File: src/rtl/branch_predictor_pkg.sv
// Shared types and constants for the fetch-stage branch predictor.
// Holds the init/run state encoding and the counter reset value helper.
package branch_predictor_pkg;

  localparam int XLEN = 32;
  typedef logic [XLEN-1:0] word_t;

  typedef enum logic {BP_INIT, BP_RUN} bp_state_t;

  localparam int BP_MAX_CTR_W = 4;

  // Weakly not-taken: the largest value whose MSB is still clear.
  function automatic int weak_not_taken(input int w);
    return (1 << (w - 1)) - 1;
  endfunction

endpackage

File: src/rtl/branch_predictor_sat_counter.sv
// Combinational saturating up/down step for a W-bit prediction counter.
// Holds at all-ones when counting up and at zero when counting down.
module sat_counter_next #(
  parameter int W = 2
) (
  input  logic [W-1:0] ctr,
  input  logic         up,
  output logic [W-1:0] ctr_next
);

  always_comb begin
    ctr_next = ctr;
    if (up) begin
      if (ctr != '1) ctr_next = ctr + W'(1);
    end else begin
      if (ctr != '0) ctr_next = ctr - W'(1);
    end
  end

endmodule

File: src/rtl/branch_predictor.sv
// Fetch-stage branch predictor: PHT of saturating counters, optional gshare
// indexing, tagged BTB, and a one-entry-per-cycle table initialisation FSM.
module branch_predictor
  import branch_predictor_pkg::*;
#(
  parameter int ENTRIES = 64,
  parameter int CTR_W   = 2,
  parameter int TAG_W   = 8,
  parameter int GHR_W   = 0
) (
  input  logic            clk,
  input  logic            rst,
  input  logic            flush_i,
  output logic            ready_o,
  input  logic [XLEN-1:0] pred_pc_i,
  output logic            pred_hit_o,
  output logic            pred_taken_o,
  output logic [XLEN-1:0] pred_target_o,
  input  logic            upd_valid_i,
  input  logic [XLEN-1:0] upd_pc_i,
  input  logic            upd_taken_i,
  input  logic [XLEN-1:0] upd_target_i
);

  localparam int IDX_W = $clog2(ENTRIES);
  localparam int TAG_LO = IDX_W + 2;
  localparam int TAG_HI = TAG_W + IDX_W + 1;
  localparam logic [CTR_W-1:0] CTR_INIT = CTR_W'(weak_not_taken(CTR_W));

  typedef struct packed {
    logic             valid;
    logic [TAG_W-1:0] tag;
    logic [XLEN-1:0]  target;
  } btb_entry_t;

  logic [CTR_W-1:0] pht [ENTRIES];
  btb_entry_t       btb [ENTRIES];

  bp_state_t        state, state_next;
  logic [IDX_W-1:0] init_idx, init_idx_next;

  logic [IDX_W-1:0] pred_bidx, pred_pidx, upd_bidx, upd_pidx;
  logic [TAG_W-1:0] pred_tag, upd_tag;
  logic             upd_en;

  assign pred_bidx = pred_pc_i[IDX_W+1:2];
  assign pred_tag  = pred_pc_i[TAG_HI:TAG_LO];
  assign upd_bidx  = upd_pc_i[IDX_W+1:2];
  assign upd_tag   = upd_pc_i[TAG_HI:TAG_LO];

  logic unused_pc_bits;
  assign unused_pc_bits = ^{pred_pc_i[1:0], pred_pc_i[XLEN-1:TAG_HI+1],
                            upd_pc_i[1:0], upd_pc_i[XLEN-1:TAG_HI+1]};

  // Updates only land in RUN; a concurrent flush wins and drops them.
  assign upd_en = (state == BP_RUN) && upd_valid_i && !flush_i && !rst;

  always_ff @(posedge clk) begin
    if (rst) begin
      state    <= BP_INIT;
      init_idx <= '0;
    end else begin
      state    <= state_next;
      init_idx <= init_idx_next;
    end
  end

  always_comb begin
    state_next    = state;
    init_idx_next = init_idx;
    case (state)
      BP_INIT: begin
        if (flush_i) begin
          init_idx_next = '0;
        end else begin
          init_idx_next = init_idx + IDX_W'(1);
          if (init_idx == IDX_W'(ENTRIES - 1)) state_next = BP_RUN;
        end
      end
      BP_RUN: begin
        if (flush_i) begin
          state_next    = BP_INIT;
          init_idx_next = '0;
        end
      end
      default: begin
        state_next    = BP_INIT;
        init_idx_next = '0;
      end
    endcase
  end

  assign ready_o = (state == BP_RUN);

  // gshare folds the pre-shift history into the PHT index; bimodal uses bidx directly.
  generate
    if (GHR_W > 0) begin : g_gshare
      logic [GHR_W-1:0] ghr;
      always_ff @(posedge clk) begin
        if (rst || flush_i) begin
          ghr <= '0;
        end else if (upd_en) begin
          ghr <= GHR_W'({ghr, upd_taken_i});
        end
      end
      assign pred_pidx = pred_bidx ^ IDX_W'(ghr);
      assign upd_pidx  = upd_bidx ^ IDX_W'(ghr);
    end else begin : g_bimodal
      assign pred_pidx = pred_bidx;
      assign upd_pidx  = upd_bidx;
    end
  endgenerate

  btb_entry_t       pred_entry;
  logic [CTR_W-1:0] pred_ctr;
  logic             pred_hit_raw;

  assign pred_entry    = btb[pred_bidx];
  assign pred_ctr      = pht[pred_pidx];
  assign pred_hit_raw  = pred_entry.valid && (pred_entry.tag == pred_tag);
  assign pred_hit_o    = ready_o && pred_hit_raw;
  assign pred_taken_o  = pred_hit_o && pred_ctr[CTR_W-1];
  assign pred_target_o = pred_hit_o ? pred_entry.target : '0;

  logic [CTR_W-1:0] upd_ctr_next;

  sat_counter_next #(.W(CTR_W)) u_ctr_next (
    .ctr      (pht[upd_pidx]),
    .up       (upd_taken_i),
    .ctr_next (upd_ctr_next)
  );

  logic             pht_we, btb_we;
  logic [IDX_W-1:0] pht_waddr, btb_waddr;
  logic [CTR_W-1:0] pht_wdata;
  btb_entry_t       btb_wdata;

  // Single write port per table: INIT sweep owns it, otherwise the update path.
  always_comb begin
    pht_we    = 1'b0;
    pht_waddr = init_idx;
    pht_wdata = CTR_INIT;
    btb_we    = 1'b0;
    btb_waddr = init_idx;
    btb_wdata = '0;
    if (state == BP_INIT) begin
      pht_we = 1'b1;
      btb_we = 1'b1;
    end else if (upd_en) begin
      pht_we    = 1'b1;
      pht_waddr = upd_pidx;
      pht_wdata = upd_ctr_next;
      if (upd_taken_i) begin
        btb_we           = 1'b1;
        btb_waddr        = upd_bidx;
        btb_wdata.valid  = 1'b1;
        btb_wdata.tag    = upd_tag;
        btb_wdata.target = upd_target_i;
      end
    end
  end

  always_ff @(posedge clk) begin
    if (pht_we) pht[pht_waddr] <= pht_wdata;
    if (btb_we) btb[btb_waddr] <= btb_wdata;
  end

endmodule

File: config.mk
export PLATFORM = sky130hd
export DESIGN_NAME = branch_predictor
export DESIGN_NICKNAME = d
export VERILOG_FILES = /design/src/rtl/branch_predictor_pkg.sv /design/src/rtl/branch_predictor_sat_counter.sv /design/src/rtl/branch_predictor.sv
export SDC_FILE = /design/constraint.sdc
export NUM_CORES = 2
export LEC_CHECK = 0
export ABC_AREA = 1
export CAP_MARGIN = 20
export CORE_MARGIN = 4
export CORE_UTILIZATION = 45
export DETAILED_ROUTE_END_ITERATION = 8
export GPL_ROUTABILITY_DRIVEN = 0
export PLACE_DENSITY_LB_ADDON = 0.12
export SETUP_SLACK_MARGIN = 0.1
export SLEW_MARGIN = 20
export SYNTH_ARGS = -nofsm -noshare
export SYNTH_HDL_FRONTEND = slang
export SYNTH_SLANG_ARGS = --single-unit
File: constraint.sdc
create_clock -name clk -period 6.3 [get_ports clk]
set_clock_uncertainty 0.05 [all_clocks]
set_input_delay 1.26 -clock clk [delete_from_list [all_inputs] [get_ports clk]]
set_output_delay 1.26 -clock clk [all_outputs]
set_load 0.05 [all_outputs]
# After elaboration in Yosys (flattened, before gate mapping)
# Memories as Yosys holds them, arrays and structs flattened.
# Cells that the tools add are included.
# W data, S select, Z words.
classes:
  addsub: 3
  n_eq_ne: 4
  mux: 30
  n_bitwise: 1
  n_reduce_logical: 9
ops:
  columns: ["cell", "count"]
  rows:
  - ["$mux W41", 3]
  - ["$mux W6", 7]
  - ["$mux W32", 1]
  - ["$mux W1", 12]
  - ["$pmux W6 S2", 1]
  - ["$mux W2", 5]
  - ["$eq A8 B8 Y1", 1]
  - ["$add A6 B1 Y6 const B", 1]
  - ["$eq A6 B6 Y1 const B", 1]
  - ["$logic_and A1 B1 Y1", 6]
  - ["$ne A2 B2 Y1 const B", 2]
  - ["$add A2 B1 Y2 const B", 1]
  - ["$logic_not A1 Y1", 2]
  - ["$pmux W1 S2", 1]
  - ["$reduce_bool A2 Y1", 1]
  - ["$sub A2 B1 Y2 const B", 1]
  - ["$not A1 Y1", 1]
totals:
  register_bits: 7
  ram_bits: 2752
  input_bits: 101
  word_cells: 51
  memories: 2
mem_list:
  columns: ["memory", "depth", "word_bits", "read_ports", "rd_clocked_by_memory_dff", "write_ports", "line_no", "text"]
  rows:
  - ["btb", 64, 41, 1, 0, 1, "branch_predictor.sv:37", "btb_entry_t btb [ENTRIES];"]
  - ["pht", 64, 2, 2, 0, 1, "branch_predictor.sv:36", "logic [CTR_W-1:0] pht [ENTRIES];"]

# Logic depth before layout (Yosys ltp)
logic_depth:
  word_depth: 7
  depth_mapped: 16

# Modules after synthesis
# Synthesis repeated with hierarchy kept, for this count alone.
hier_totals:
  cells_unflattened: 9242
  hier_area_um2: 111749.7
by_module_without_submodules:
  columns: ["mod", "instances", "cells_per_inst", "area_each_um2"]
  rows:
  - ["branch_predictor", 1, 9236, 111724.7]
  - ["sat_counter_next", 1, 6, 25.0]

# Least setup slack after synthesis
# No wires, ideal clock.
synth_path:
  path_type: "input-to-reg"
  startpoint: "input port upd_pc_i[2]"
  endpoint: "memory pht[0][0] (data pin)"
  t_arrival_ns: 5.018
  required_time_ns: 5.549
  path_slack_ns: 0.531
  cell_stages: 13
  cell_sequence: "inv_1 -> clkbuf_1 -> clkbuf_1 -> nor2_1 -> o22ai_1 -> nand2_1 -> nand2_1 -> a21oi_1 -> o21ai_0 -> nand3_1 -> nand2_1 -> nor2_1 -> o21ai_0"
synth_between:
  elab_chain_len: 6
  elab_cells_between_ends: 10
synth_lines:
  columns: ["item", "line_no", "text"]
  rows:
  - ["start: declaration", "branch_predictor.sv:20", "input logic [XLEN-1:0] upd_pc_i,"]
  - ["$mem_v2 Z64 W2 *", null, null]
  - ["$sub A2 B1 Y2, or another cell as far along", "branch_predictor_sat_counter.sv:16", "if (ctr != '0) ctr_next = ctr - W'(1);"]
  - ["$mux W2, on equally long branches", "branch_predictor_sat_counter.sv:16, branch_predictor_sat_counter.sv:14", null]
  - ["$mux W2 *", "branch_predictor_sat_counter.sv:13", "if (up) begin"]
  - ["$mux W2 *", "branch_predictor.sv:149", "end else if (upd_en) begin"]
  - ["$mux W2 *", "branch_predictor.sv:146", "if (state == BP_INIT) begin"]
  - ["net pht_wdata[0]", "branch_predictor.sv:135", "logic [CTR_W-1:0] pht_wdata;"]
  - ["end: declaration", "branch_predictor.sv:36", null]
# The timed path passes the listed nets; every way through them passes the cells marked *.

# Final worst setup path
layout_path:
  startpoint: "input port pred_pc_i[2]"
  endpoint: "output port pred_target_o[31]"
layout_between:
  elab_chain_len: 5
layout_lines:
  columns: ["item", "line_no", "text"]
  rows:
  - ["start: declaration", "branch_predictor.sv:15", "input logic [XLEN-1:0] pred_pc_i,"]
  - ["$mem_v2 Z64 W41 *", null, null]
  - ["$eq A8 B8 Y1", "branch_predictor.sv:120", "assign pred_hit_raw = pred_entry.valid && (pred_entry.tag == pred_tag);"]
  - ["$logic_and A1 B1 Y1", "branch_predictor.sv:120", null]
  - ["$logic_and A1 B1 Y1", "branch_predictor.sv:121", "assign pred_hit_o = ready_o && pred_hit_raw;"]
  - ["$mux W32 *", "branch_predictor.sv:123", "assign pred_target_o = pred_hit_o ? pred_entry.target : '0;"]
  - ["end: declaration", "branch_predictor.sv:18", "output logic [XLEN-1:0] pred_target_o,"]
# Mark *: on every way between the ends. The rest lies on a longest branch, timed or not.

==> results.cfg <==
[global_routing]
antenna_found_initial = 10
grt_usage_pct = 27.5
grt_max_degree = 114
grt_pass1_vias = 71800
grt_overflow = 0
grt_first_pass_wirelength_mm = 516

[hold_path]
hold_depth = 2
hp-class = register to register
hp-start = init_idx[1]$_SDFFE_PP0P_

[critical_path]
reg2regPathDepth = 9
path_class = primary input to primary output
cp-start-kind = primary input
arrival_ns = 4.55
critPathRequiredTime_ns = 4.99
crit_fanout = 55
crit_start = pred_pc_i[2]
critPathCaptureType = primary output
r2r-start = ready_o$_SDFF_PP0_

[synthesis]
ys_types = 32
yosysMostFrequentCell = edfxtp_1
ys_ff_latch = 2759
synth_commonest_cells = edfxtp_1, nand2_1, nand3_1
netlist.area_leader.share_pct = 73.8
syn_nets = 9345
ys.flop_type = edfxtp_1
synth_edf_count = 2752
syn-cell-area_um2 = 112000
synth_area_per_cell_um2 = 12.1
ys_seq_area_share_pct = 74.0
synth_cells = 9243
ys_warn_count = 0
synthTopCellsByArea = edfxtp_1, nand2_1, nand3_1
async_flop_share_pct = 0
synth_top_area_cell = edfxtp_1

[sta]
relSlewSlack_pct = 21.7
setup_tns_ns = 0
fmax_ghz = 0.171
setup_violations = 0
rsz0062_at_grt = no
worst_pin_slew_ns = 1.17
post-route-period-util_pct = 93.1
hold_viol_final = 0
finalWorstPathRequiredPeriod_ns = 5.86
slew_viol_final = 0

[clock_tree]
cts_setup_buffers = 0
numClockSinks = 2759
cts_tree = yes
cts_root_buffer = clkbuf_16
clk_latency_ns = 0.93
post_cts_resized = 0
path_clk_slew_ns = 0.05
clock_path_buffers = 4
cts_buffers = 305
htree_num_levels = 5
hold_buffers = 0

[detailed_routing]
routed_wl_mm = 361
wl_per_cell_um = 27.9
final_antenna_net_count = 0
drt_iter0_markers = 8533
drc = 0
drt_pass1_iterations = 5
viasPerCell = 5.87
num_vias = 76200

[floorplan]
core_um2 = 247000
start_util_pct = 45.4
die_h_um = 507
die_x_um = 507
io_pins = 136
num_rows = 182
dieArea_um2 = 257000

[power]
p_sw_w = 0.00849
p_int_w = 0.0306
power_w = 0.0391
seq_power_share_pct = 51.0
power-per-cell-area_nw_per_um2 = 302
leakage_nw = 47.9
ir_drop_mv = 0.235
pwr-share-clk_pct = 44.1
p_comb_share_pct = 4.9
switching_share_pct = 21.7

[cells_and_area]
drive_gt1_share_pct = 10.4
nFillCells = 20800
area_growth_pct = 15.7
nets = 9533

[placement]
place.port_buffers = 99
hpwl_mm = 196

[outcome]
status = finished, final reports clean

[run]
maxCapViolations = 0
-- routing by layer --
| layer | share of wire, % | GRT usage (%) | wire, µm |
|---|---|---|---|
| met3 | 7.9 | 3.70 | 28500 |
| met1 | 41 | 38.9 | 149000 |
| met5 | 0.0030 | 0 | 11 |
| met4 | 3.6 | 9.39 | 13100 |
| met2 | 47 | 44.2 | 171000 |
-- critical path, stage by stage --
cell and delay, ns:
buf_8 0.19, inv_8 0.37, buf_12 0.31, buf_12 0.29, nand2_1 0.09, nand3_1 0.08
nand3_1 0.07, nand3_1 0.11, nand3_1 0.17, nand3_1 0.16, nand2_1 0.06, nand2_1 0.06
nand2_1 0.05, nor2_1 0.11, nand3_2 0.16, buf_12 0.20, nor3_1 0.41, buf_12 0.20
-- placed cells by master, fill, tap and decap left out, types with 104 or more instances in the layout --
cell type,instances
nand3_1,1909
buf_4,280
a21oi_1,268
nor2_4,104
edfxtp_1,2752
nor2_1,290
o21ai_0,260
nand2_1,2679
buf_12,156
clkbuf_16,312
-- through the flow --
stage	hold slack (ns)	setup slack [ns]	util [%]	cells	instance area (µm²)
2_1_floorplan	0.427	0.531	-	9243	112000
3_3_place_gp	0.466	0.418	48.5	12400	120000
3_5_place_dp	0.484	0.413	48.6	12400	120000
4_1_cts	0.492	0.402	52.5	13000	129000
5_1_grt	0.533	0.187	52.5	13000	130000
6_report	0.493	0.437	52.5	13000	130000
-- final cells by class --
cell class | count | area (µm²) | share of cell area (%)
sequential | 2759 | 82800 | 63.9
multi-input combinational | 5812 | 26800 | 20.7
clock buffer | 377 | 8050 | 6.22
timing repair buffer | 507 | 6090 | 4.70
tap | 3312 | 4140 | 3.20
clock inverter | 149 | 1420 | 1.10
inverter | 46 | 214 | 0.165
antenna | 4 | 10.0 | 0.00773
-- worst paths after layout --
path / end / slack, ns
worst max-delay path: pred_target_o[31] / 0.44
worst min-delay path: init_idx[1]$_SDFFE_PP0P_ / 0.49
worst max register to register: btb[48][5]$_DFFE_PP_ / 2.01
worst min register to register: init_idx[1]$_SDFFE_PP0P_ / 0.49
-- cell families (layout without fill, tap and decap cells) --
kind of cell / after synthesis / after routing / share of synthesized area (%)
adder cells (fa/ha/maj): 1 / 1 / 0.0112
other: 0 / 4 / 0
AND/OR/NAND/NOR: 5047 / 5047 / 19.3
AO/OA/AOI/OAI: 764 / 764 / 3.93
buffers and inverters: 672 / 1079 / 2.80
flip-flops: 2759 / 2759 / 74.0
-- state kept, by name, indices dropped and copies added (netlist names) --
signal    flops
ready_o       1
init_idx      6
btb        2624
pht         128
-- power by group through the flow --
stage	clock network, W	registers, W	logic, W
2_1_floorplan	0	0.0203	0.00110
3_3_place_gp	0	0.0203	0.00190
3_5_place_dp	0	0.0203	0.00191
4_1_cts	0.0174	0.0199	0.00192
5_1_grt	0.0182	0.0199	0.00205
6_report	0.0172	0.0199	0.00192
Power figures use the tool's default switching activity.
